### config.mk
export PLATFORM = sky130hd
export DESIGN_NAME = program_loader
export DESIGN_NICKNAME = d
export VERILOG_FILES = /design/src/rtl/program_loader.sv
export SDC_FILE = /design/constraint.sdc
export NUM_CORES = 1
export LEC_CHECK = 0
export ABC_AREA = 1
export CAP_MARGIN = 20
export CORE_MARGIN = 3
export CORE_UTILIZATION = 53
export DETAILED_ROUTE_END_ITERATION = 6
export HOLD_SLACK_MARGIN = 0.15
export PLACE_DENSITY = 0.89
export SKIP_CTS_REPAIR_TIMING = 1
export SYNTH_ARGS = -nofsm -noshare
export SYNTH_HDL_FRONTEND = slang
export SYNTH_SLANG_ARGS = --single-unit
### constraint.sdc
create_clock -name i_clock -period 2 [get_ports i_clock]
set_input_delay 0.4 -clock i_clock [delete_from_list [all_inputs] [get_ports i_clock]]
set_output_delay 0.4 -clock i_clock [all_outputs]
set_load 0.1 [all_outputs]
### src/rtl/program_loader.sv
// Assembles UART bytes (low byte first) into instruction words and writes them
// sequentially into instruction memory until a HALT opcode or a full memory.
module program_loader #(
  parameter int                   NB_INSTRUCTION = 16,
  parameter int                   NB_ADDR        = 10,
  parameter int                   NB_BYTE        = 8,
  parameter int                   NB_OPCODE      = 5,
  parameter logic [NB_OPCODE-1:0] HALT_OPCODE    = 5'b00000
) (
  input  logic                      i_clock,
  input  logic                      i_reset_n,
  input  logic                      i_start,
  input  logic [NB_BYTE-1:0]        i_rx_data,
  input  logic                      i_rx_valid,
  output logic                      o_write_enable,
  output logic [NB_ADDR-1:0]        o_write_address,
  output logic [NB_INSTRUCTION-1:0] o_data,
  output logic                      o_busy,
  output logic                      o_done,
  output logic                      o_overflow,
  output logic [NB_ADDR:0]          o_word_count
);

  typedef enum logic [2:0] {
    IDLE,
    WAIT_LOW,
    WAIT_HIGH,
    WRITE,
    DONE
  } state_t;

  localparam logic [NB_ADDR-1:0] LAST_ADDR = '1;
  localparam logic [NB_ADDR-1:0] ADDR_ONE  = 1;
  localparam logic [NB_ADDR:0]   COUNT_ONE = 1;

  state_t state;

  function automatic logic is_halt(input logic [NB_INSTRUCTION-1:0] word);
    return word[NB_INSTRUCTION-1 -: NB_OPCODE] == HALT_OPCODE;
  endfunction

  always_ff @(posedge i_clock or negedge i_reset_n) begin
    if (!i_reset_n) begin
      state           <= IDLE;
      o_write_enable  <= 1'b0;
      o_write_address <= '0;
      o_data          <= '0;
      o_busy          <= 1'b0;
      o_done          <= 1'b0;
      o_overflow      <= 1'b0;
      o_word_count    <= '0;
    end else begin
      o_write_enable <= 1'b0;
      case (state)
        // A start here wins over a coincident byte, which is simply dropped.
        IDLE, DONE: begin
          if (i_start) begin
            state           <= WAIT_LOW;
            o_write_address <= '0;
            o_word_count    <= '0;
            o_done          <= 1'b0;
            o_overflow      <= 1'b0;
            o_busy          <= 1'b1;
          end
        end
        WAIT_LOW: begin
          if (i_rx_valid) begin
            o_data[NB_BYTE-1:0] <= i_rx_data;
            state               <= WAIT_HIGH;
          end
        end
        WAIT_HIGH: begin
          if (i_rx_valid) begin
            o_data[NB_INSTRUCTION-1:NB_BYTE] <= i_rx_data;
            o_write_enable                   <= 1'b1;
            state                            <= WRITE;
          end
        end
        // Single-cycle write; the address never wraps past the last location.
        WRITE: begin
          o_word_count <= o_word_count + COUNT_ONE;
          if (is_halt(o_data)) begin
            state      <= DONE;
            o_busy     <= 1'b0;
            o_done     <= 1'b1;
            o_overflow <= 1'b0;
          end else if (o_write_address == LAST_ADDR) begin
            state      <= DONE;
            o_busy     <= 1'b0;
            o_done     <= 1'b1;
            o_overflow <= 1'b1;
          end else begin
            o_write_address <= o_write_address + ADDR_ONE;
            state           <= WAIT_LOW;
          end
        end
        default: state <= IDLE;
      endcase
    end
  end

endmodule
# Yosys cells after proc, flatten, opt, wreduce, memory -nomap -nowiden
# Cells that the tools add are included.
[totals] ff_bits=44 out_inout_bits=41 word_cells=56
[op_classes] add_sub_neg=2 eq_ne=11 n_mux=24 reduce_logical=10
[op_table] cell="10-bit two-way mux" count=3
[op_table] cell="11-bit case mux with 2 select lines" count=1
[op_table] cell="10-bit case mux with 2 select lines" count=1
[op_table] cell="3-bit two-way mux" count=5
[op_table] cell="3-bit case mux with 4 select lines" count=1
[op_table] cell="11-bit by 1-bit adder with 11-bit output, second input constant" count=1
[op_table] cell="11-bit two-way mux" count=1
[op_table] cell="10-bit by 1-bit adder with 10-bit output, second input constant" count=1
[op_table] cell="10-bit == test, second input constant" count=1
[op_table] cell="2-bit inequality test, second input constant" count=5
[op_table] cell="1-bit two-way mux" count=9
[op_table] cell="3-bit by 2-bit == test with 1-bit output, second input constant" count=2
[op_table] cell="1-bit case mux with 2 select lines" count=3
[op_table] cell="2-bit AND reduction" count=3
[op_table] cell="3-bit AND reduction" count=2
[op_table] cell="5-bit zero test" count=1
[op_table] cell="4-bit AND reduction" count=1
[op_table] cell="3-bit by 1-bit == test with 1-bit output, second input constant" count=1
[op_table] cell="3-bit == test, second input constant" count=1
[op_table] cell="3-bit zero test" count=1
[op_table] cell="3-bit inequality test, second input constant" count=1
[op_table] cell="2-bit nonzero test" count=1
[op_table] cell="2-bit OR reduction" count=1

# Longest topological paths before layout
# Gate-level depths: netlist of run 1.
[logic_depth] ltp_word=4 depth_mapped=9

# Worst setup path after synthesis of run 1
# No wires, ideal clock.
[synth_timing] path_type="register to register" startpoint="register o_write_address[0]" endpoint="register o_overflow" setup_time_ns=0.123 t_arrival_ns=2.003 required_ns=1.877 path_slack_ns=-0.126 stages_incl_launch_ff=9 n_path_buf=0 period_less_slack_ns=2.126 cell_sequence="dfrtp_1 ha_1 nand2_1 nor2_4 nand3_4 nand2_1 nand2_1 nand3_1 nand2_1"
[synth_between] elab_chain_len=3
[synth_rtl] element="from (decl)" line_no="16" rtl="output logic [NB_ADDR-1:0] o_write_address,"
[synth_rtl] element="from (signal assigned)" line_no="93" rtl="o_write_address <= o_write_address + ADDR_ONE;"
[synth_rtl] element="10-bit == test" line_no="87" rtl="end else if (o_write_address == LAST_ADDR) begin"
[synth_rtl] element="3-bit inequality test (no line)"
[synth_rtl] element="3-bit AND reduction (no line)"
[synth_rtl] element="to (signal assigned)" line_no="62" rtl="o_overflow <= 1'b0;"
[synth_rtl] element="to (signal assigned)" line_no="86" rtl="o_overflow <= 1'b0;"
[synth_rtl] element="to (signal assigned)" line_no="91" rtl="o_overflow <= 1'b1;"
[synth_rtl] element="to (decl)" line_no="20" rtl="output logic o_overflow,"
# No other way between the ends.
# A chain may end at the register's enable or synchronous reset.

# Final worst setup path of run 1
[layout_timing] startpoint="register o_write_address[0]" endpoint="register o_write_address[9]"
[layout_between] elab_chain_len=4 word_cells_on_any_way=7 classes_between="add/sub (1); eq/ne (2); mux (3); reduce/logical (1)"
[layout_rtl] element="10-bit by 1-bit adder with 10-bit output" line_no="93"
[layout_rtl] element="10-bit two-way mux" line_no="87"
[layout_rtl] element="10-bit two-way mux" line_no="82" rtl="if (is_halt(o_data)) begin"
[layout_rtl] element="10-bit case mux with 2 select lines" line_no="54" rtl="case (state)"
# Several ways; a longest one is shown, not always the timed one. The select of a mux whose other input is x is not followed.

==> results.cfg, run 1 <==
[global_routing]
antenna_found_initial = 0
grtUsageTotal = 0.197
grt_pass1_vias = 1800
grt_pass1_wl_um = 8020
grt_max_degree = 24
overflow = 0

[synth]
yosysSeqAreaShare = 0.488
yosys_warnings = 0
synth_cell_types = 25
syn_area_mm2 = 0.00225
yosys-top-cells-area = dfrtp_1 49%, nand2_1 16%, inv_1 6.3%
syn_area_per_cell_um2 = 7.80
syn_nets = 303
ys_ff_latch = 44
synth_cells = 289
yosysTopAreaCellShare = 0.488
synth_largest_area_cell = dfrtp_1

[sta]
final-max-slew-violation-count = 0
skew_ps = 7.49
fmax_mhz = 621
tns_ps = 0
hold_violations = 0
period_minus_slack_ps = 1610
layout_setup_ws_ps = 390
rsz0062_at_grt = false
setup_violations = 0
period_share = 0.805
timing.slew.headroom = 0.649
worst_pin_slew_ps = 526

[die]
io_pins = 53
die_y_um = 71.2
core_mm2 = 0.00406
die_area_mm2 = 0.00507
die_w_um = 71.2
rows = 23
initial_core_util = 0.556

[job]
maxCapViolations = 0

[worst_setup_path]
rr_startpoint = o_write_address[0]$_DFFE_PN0P_
critPathLaunch = o_write_address[0]$_DFFE_PN0P_
start_kind = register
crit_type = reg2reg
reg2regPathDepth = 8
timing.critical_path.arrival_ps = 1850
required_ps = 2240
worst_setup_path_end_kind = register
path_max_fanout = 8

[finish]
fillers = 317
syn2layout_area_growth_pct = 30.1
seq_area_mm2 = 0.00111
final_cell_area_mm2 = 0.00293
utilization = 0.723
layout_commonest_cell = nand2_1
final_cells = 398
fin_nets = 361
mostFrequentLayoutCells = 96 x nand2_1, 40 x dfrtp_1, 38 x inv_1
drive_above_1_share = 0.207
diodes = 0
multiInputGateArea_um2 = 967

[worst_hold_path]
whs_path_depth = 2
min_from = o_data[6]$_DFFE_PN0P_
hold_path.class = reg2reg

[placed_design]
dpl-instance-area_mm2 = 0.00283
dp_cells = 389
pre_cts_ws_ps = 315
numPortBuffers = 52
dp.final_hpwl_um = 3550
place_congestion = 0.807

[pwr]
vdd_drop_max_v = 0.00164
switchingPower_mw = 2.68
power.density_mw_per_mm2 = 1570
p_int_mw = 1.93
seq_power_share = 0.287
power_frac_clock = 0.122
swShare = 0.581
combPwrFrac = 0.591
power_leakage_nw = 1.46

[route]
vias_per_cell = 4.97
drt_iter0_markers = 149
num_vias = 1977
ant_nets = 0
wl_per_cell_um = 11.9
firstDrtPassIters = 4
wl_um = 4730
drc_errors = 0

[clock_tree]
clockRootBuffer = clkbuf_8
clock_path_buffers = 2
clk_latency_ps = 300
cts_tree = done
numCtsBuffers = 5
clk_pin_slew_ps = 90
htree_levels = 2
cts_num_sinks = 44

[status]
outcome = complete, no violations
-- power by group through the flow --
stage	Clock (mW)	Sequential, mW	Combinational [mW]
after floorplan	0	2.77	0.708
after global placement	0	1.34	2.70
after detailed placement	0	1.33	2.74
after CTS	0.573	1.32	2.74
after global routing	0.614	1.36	2.88
final	0.561	1.32	2.73
-- registers in the layout, summed over array words and instances, names as in the netlist --
register	count
o_data	16
o_word_count	11
o_write_address	10
state	3
o_busy	1
o_done	1
o_overflow	1
o_write_enable	1
-- path summary, 6_finish.rpt --
kind                       slack, ps                              to
setup / recovery                 390  o_write_address[9]$_DFFE_PN0P_
hold / removal                   490           o_data[6]$_DFFE_PN0P_
setup reg to reg                 390  o_write_address[9]$_DFFE_PN0P_
hold reg to reg                  490           o_data[6]$_DFFE_PN0P_
max in group asynchronous        900  o_write_address[0]$_DFFE_PN0P_
min in group asynchronous        600     o_word_count[9]$_DFFE_PN0P_
-- routing by layer --
metal / wire length (um) / vias to the layer above / GRT usage
li1: - / 1024 / -
met1: 2110 / 896 / 0.259
met2: 2300 / 51 / 0.321
met3: 266 / 6 / 0.0519
met4: 48 / 0 / 0.0585
met5: 0 / - / 0
-- worst max-delay path, stage by stage (launching register included) --
cell and delay, ps:
dfrtp_2 460, ha_1 220, nand2_1 120, nor2_4 70, nand3_4 100, nand2_4 60, a21oi_2 340, nand2_1 100
nand2_1 60
-- per-stage QoR --
stage	total power, mW	hold WS [ps]
6_report	4.61	488
2_1_floorplan	3.47	104
5_1_grt	4.85	508
4_1_cts	4.64	76.0
3_3_place_gp	4.04	397
3_5_place_dp	4.08	403
-- cells by family (layout without fill, tap and decap cells) --
logic type,count (synthesis),count (layout),share of synthesized area
AO/OA/AOI/OAI,34,34,0.0805
XOR/XNOR,4,4,0.0155
adder cells (fa/ha/maj),2,2,0.0111
buffers and inverters,46,105,0.0827
flip-flops,44,44,0.488
AND/OR/NAND/NOR,159,159,0.322
-- final cells by class --
class                   count  share of cell area
flip-flops and latches     44               0.377
clock buffers               5              0.0235
repair buffers             55               0.188
well taps                  50              0.0213
multi-input cells         199               0.330
clock inverters             3             0.00725
inverters                  42              0.0537
-- cell usage after synthesis (all sizes together) --
master,n
o21a,1
nor3b,1
nor2,29
xor2,2
o21ai,26
nand2,100
o22ai,1
buf,4
nand3,20
nor3,2
ha,2
xnor2,2
nand4,7
a22o,1
dfrtp,44
inv,42
a21oi,5
(Power assumes the default switching activity.)
==> run 2: changes to the inputs <==
--- a/config.mk
+++ b/config.mk
@@ -8,10 +8,10 @@
 export ABC_AREA = 1
 export CAP_MARGIN = 20
 export CORE_MARGIN = 3
-export CORE_UTILIZATION = 53
+export CORE_UTILIZATION = 50
 export DETAILED_ROUTE_END_ITERATION = 6
 export HOLD_SLACK_MARGIN = 0.15
-export PLACE_DENSITY = 0.89
+export PLACE_DENSITY = 0.85
 export SKIP_CTS_REPAIR_TIMING = 1
 export SYNTH_ARGS = -nofsm -noshare
 export SYNTH_HDL_FRONTEND = slang
==> constraint.sdc (replaced) <==
create_clock -name i_clock -period 1.65 [get_ports i_clock]
set_input_delay 0.33 -clock i_clock [delete_from_list [all_inputs] [get_ports i_clock]]
set_output_delay 0.33 -clock i_clock [all_outputs]
set_load 0.1 [all_outputs]
==> run 2 against run 1 <==
Largest cell class unchanged. Critical path type unchanged. Setup slack got worse by 290 ps. Clock-buffer cell count increased by 2. Via count increased by 7.6%. Critical path depth unchanged. Register-to-register slack got worse by 290 ps. First-iteration DRC count increased by 54%. Sequential power increased by 34%. Highest routed layer unchanged. Combinational power increased by 47%. Sequential share of layout area decreased by 4.5 points.
==> results.cfg, run 2 (same netlist as run 1, synthesis figures left out) <==
[worst_hold_path]
hold_path.class = in2async

[finish]
regMostFlops = o_data
fin_nets = 363
final_cell_area_mm2 = 0.00342
largestRegisters = o_data x16, o_word_count x11, o_write_address x10
layout_commonest_cell = nand2_1
drive_above_1_share = 0.263
largest_reg_flops = 16
fillers = 247
mostFrequentLayoutCells = 96 x nand2_1, 42 x buf_12, 38 x inv_1
diodes = 0
syn2layout_area_growth_pct = 51.9

[worst_setup_path]
path_max_fanout = 7
crit_type = reg2reg
cp_slowest_cell = dfrtp_4
timing.critical_path.arrival_ps = 1740
required_ps = 1840
start_kind = register
critPathMaxStageDelay_ps = 480
reg2reg_to = o_word_count[6]$_DFFE_PN0P_
crit_chain = ha_1, nand2_1, inv_1, nand3_1, nor2_4, nand2_1, o21ai_0, inv_1
rr_startpoint = o_word_count[0]$_DFFE_PN0P_
worst_setup_path_end_kind = register
regToRegSetupSlack_ps = 100
reg2regPathDepth = 8

[route]
drt_iter0_markers = 230
drc_errors = 0
firstDrtPassIters = 4
wl_um = 5770
num_vias = 2128
wl_per_cell_um = 14.4
ant_nets = 0
vias_per_cell = 5.32

[die]
die_w_um = 73.2
die_y_um = 73.2
initial_core_util = 0.540
die_area_mm2 = 0.00535
rows = 23
core_mm2 = 0.00417
io_pins = 53

[sta]
skew_ps = 5.36
rsz0062_at_grt = false
final-max-slew-violation-count = 0
period_minus_slack_ps = 1550
tns_ps = 0
period_share = 0.938
worst_pin_slew_ps = 402
timing.slew.headroom = 0.732
hold_violations = 0
fmax_mhz = 646
hold_ws_ps = 473
setup_violations = 0

[clock_tree]
cts_num_sinks = 44
clk_latency_ps = 310
htree_levels = 2
cts_tree = done
clockRootBuffer = clkbuf_8
clock_path_buffers = 2
numCtsBuffers = 5
clk_pin_slew_ps = 80

[placed_design]
dp.final_hpwl_um = 4360
numPortBuffers = 52
dpl-instance-area_mm2 = 0.00331
place_congestion = 0.832

[global_routing]
grt_pass1_wl_um = 9850
grt_pass1_vias = 2107
grtUsageTotal = 0.239
antenna_found_initial = 0
grt_max_degree = 30
overflow = 0

[status]
outcome = complete, no violations

[job]
maxCapViolations = 0

[pwr]
power_leakage_nw = 1.56
vdd_drop_max_v = 0.00173
power.density_mw_per_mm2 = 1890
-- run 2: changes by cell type in the layout (fill, tap and decap cells not counted), moves of 4 or more --
cell     before  now
dfrtp_2       4   17
buf_12        9   42
buf_4        34    3
dfrtp_1      40   23
dfrtp_4       0    4
-- run 2: worst max-delay path by stage --
stage	startpoint	to	slack (ps)	depth (start not counted)
floorplan	o_write_address[0]$_DFFE_PN0P_	o_overflow$_DFFE_PN0P_	-2	8
global placement	i_rx_valid	o_data[9]$_DFFE_PN0P_	120	6
detailed placement	i_rx_valid	o_data[8]$_DFFE_PN0P_	10	6
CTS	o_word_count[0]$_DFFE_PN0P_	o_word_count[6]$_DFFE_PN0P_	40	8
global route	o_word_count[0]$_DFFE_PN0P_	o_word_count[6]$_DFFE_PN0P_	30	8
finish	o_word_count[0]$_DFFE_PN0P_	o_word_count[6]$_DFFE_PN0P_	100	8
-- run 2: cell type report --
| class | instances | area (um2) | share of cell area |
|---|---|---|---|
| Clock buffer | 7 | 86.3 | 0.0252 |
| Sequential cell | 44 | 1140 | 0.332 |
| Tap cell | 50 | 62.6 | 0.0183 |
| Clock inverter | 1 | 7.51 | 0.00219 |
| Timing Repair Buffer | 57 | 978 | 0.286 |
| Inverter | 42 | 158 | 0.0460 |
| Multi-Input combinational cell | 199 | 995 | 0.290 |
-- run 2: layer usage --
metal,up-vias,global-route usage,part of all wire
met3,9,0.0799,0.085
met1,1003,0.279,0.38
met5,-,0,0
met2,95,0.404,0.52
li1,1021,-,-
met4,0,0.0902,0.015
-- run 2: stage by stage --
step / instances / power, mW / setup WS, ps / util
final: 400 / 6.48 / 102 / 0.821
after global routing: 400 / 6.76 / 27.5 / 0.821
after CTS: 399 / 6.51 / 37.4 / 0.816
after detailed placement: 391 / 5.79 / 14.2 / 0.794
after global placement: 391 / 5.68 / 123 / 0.794
after floorplan: 289 / 4.27 / -1.55 / -
-- run 2: report_power, final --
group	internal [mW]	switching [mW]	total (mW)
registers	1.39	0.379	1.77
logic	1.29	2.71	4.00
clock network	0.340	0.378	0.718
total	3.02	3.46	6.48
-- run 2: critical path: cells and delay by family, from the launching register on --
kind	cells	cell delay (ps)
flops	1	480
simple gates	4	430
fa+ha+maj	1	190
compound gates	1	180
buf+inv	2	140
==> run 3: changes to the inputs <==
--- a/config.mk
+++ b/config.mk
@@ -6,12 +6,11 @@
 export NUM_CORES = 1
 export LEC_CHECK = 0
 export ABC_AREA = 1
-export CAP_MARGIN = 20
 export CORE_MARGIN = 3
-export CORE_UTILIZATION = 50
+export CORE_UTILIZATION = 53
 export DETAILED_ROUTE_END_ITERATION = 6
 export HOLD_SLACK_MARGIN = 0.15
-export PLACE_DENSITY = 0.85
+export PLACE_DENSITY = 0.89
 export SKIP_CTS_REPAIR_TIMING = 1
 export SYNTH_ARGS = -nofsm -noshare
 export SYNTH_HDL_FRONTEND = slang
==> constraint.sdc (replaced) <==
create_clock -name i_clock -period 1.9 [get_ports i_clock]
set_input_delay 0.38 -clock i_clock [delete_from_list [all_inputs] [get_ports i_clock]]
set_output_delay 0.38 -clock i_clock [all_outputs]
set_load 0.1 [all_outputs]
==> run 3 against run 2 <==
Largest cell class unchanged. Final cell count fell by 1.0%. Sequential cell count did not move. Setup slack improved by 120 ps. Sequential power fell by 18%. Hold slack got worse by 340 ps. Fmax fell by 7.8%. Register-to-register slack improved by 120 ps. Clock skew barely moved. Utilization fell by 4.1 points. Die area fell by 5.2%. Sequential share of layout area rose by 1.9 points. Critical path depth did not move.
==> results.cfg, run 3 (same netlist as run 1, synthesis figures left out) <==
[die]
initial_core_util = 0.556
die_w_um = 71.2
core_mm2 = 0.00406
die_area_mm2 = 0.00507
io_pins = 53
rows = 23
die_y_um = 71.2

[clock_tree]
clock_path_buffers = 2
clockRootBuffer = clkbuf_8
clk_latency_ps = 300
cts_tree = done
numCtsBuffers = 5
htree_levels = 2
cts_num_sinks = 44
clk_pin_slew_ps = 80

[placed_design]
numPortBuffers = 52
dp.final_hpwl_um = 3910
dp_cells = 388
place_congestion = 0.812
dpl-instance-area_mm2 = 0.00307

[sta]
period_minus_slack_ps = 1680
fmax_mhz = 595
timing.slew.headroom = 0.635
final-max-slew-violation-count = 0
worst_pin_slew_ps = 548
period_share = 0.884
skew_ps = 5.85
hold_violations = 0
rsz0062_at_grt = false
setup_violations = 0
hold_ws_ps = 137
tns_ps = 0

[pwr]
vdd_drop_max_v = 0.00167
power.density_mw_per_mm2 = 1640
power_leakage_nw = 1.51

[finish]
fillers = 256
seq_area_mm2 = 0.00111
largestRegisters = o_data x16, o_word_count x11, o_write_address x10
largest_reg_flops = 16
mostFrequentLayoutCells = 96 x nand2_1, 38 x inv_1, 37 x dfrtp_1
layout_commonest_cell = nand2_1
regMostFlops = o_data
final_cells = 396
drive_above_1_share = 0.211
final_cell_area_mm2 = 0.00316
utilization = 0.779
diodes = 0
multiInputGateArea_um2 = 967
syn2layout_area_growth_pct = 40.2
fin_nets = 359

[worst_setup_path]
cp_top_family = simple AND/OR/NAND/NOR gates
cp_slowest_cell = dfrtp_2
crit_chain = ha_1, nand2_1, nor2_4, nand3_4, nand2_4, a21oi_2, nand2_1, nand2_1
path_depth = 8
timing.critical_path.arrival_ps = 1920
worst-path-buf-inv = 0
worst_setup_path_end_kind = register
crit_top_cell = nand2_1
crit_type = reg2reg
reg2regPathDepth = 8
path_max_fanout = 8
start_kind = register
rr_startpoint = o_write_address[0]$_DFFE_PN0P_
critPathLaunch = o_write_address[0]$_DFFE_PN0P_
critPathMaxStageDelay_ps = 470
required_ps = 2140

[global_routing]
grt_pass1_wl_um = 8870
antenna_found_initial = 0
grtUsageTotal = 0.221
grt_pass1_vias = 1994
grt_max_degree = 45
overflow = 0

[job]
maxCapViolations = 0

[route]
num_vias = 2059
wl_per_cell_um = 13.2
vias_per_cell = 5.20
drc_errors = 0
wl_um = 5210
firstDrtPassIters = 4
drt_iter0_markers = 174
ant_nets = 0

[worst_hold_path]
hold_path.class = in2async

[status]
outcome = complete, no violations
run 3: worst paths after layout:
check	slack (ps)	endpoint
worst max-delay path	220	o_write_address[3]$_DFFE_PN0P_
max in group asynchronous	1350	o_write_address[6]$_DFFE_PN0P_
worst max register to register	220	o_write_address[3]$_DFFE_PN0P_
worst min-delay path	140	o_write_address[3]$_DFFE_PN0P_
worst min register to register	490	o_data[6]$_DFFE_PN0P_
min in group i_clock	490	o_data[6]$_DFFE_PN0P_
run 3: power by group:
part	internal [mW]	total [mW]	switching (mW)
logic	0.798	3.12	2.32
registers	1.19	1.45	0.262
clock network	0.296	0.617	0.322
total	2.28	5.18	2.90
run 3: metal layers:
layer / vias to the layer above / routed length [um] / global-route usage / part of all wire
li1: 1018 / - / - / -
met1: 970 / 2240 / 0.265 / 0.43
met2: 60 / 2520 / 0.370 / 0.48
met3: 11 / 346 / 0.0743 / 0.066
met4: 0 / 99 / 0.0835 / 0.019
met5: - / 0 / 0 / 0
run 3: layout make-up:
cell class / instances / share of cell area
Inverter: 42 / 0.0499
Clock buffer: 7 / 0.0273
Sequential cell: 44 / 0.351
Timing Repair Buffer: 53 / 0.244
Multi-Input combinational cell: 199 / 0.306
Tap cell: 50 / 0.0198
Clock inverter: 1 / 0.00237
run 3: stage by stage:
step / setup WS [ps] / total power [mW]
global placement: 278 / 4.50
global route: 67.3 / 5.43
CTS: 227 / 5.20
floorplan: 1.46 / 3.66
detailed placement: 224 / 4.58
finish: 220 / 5.18
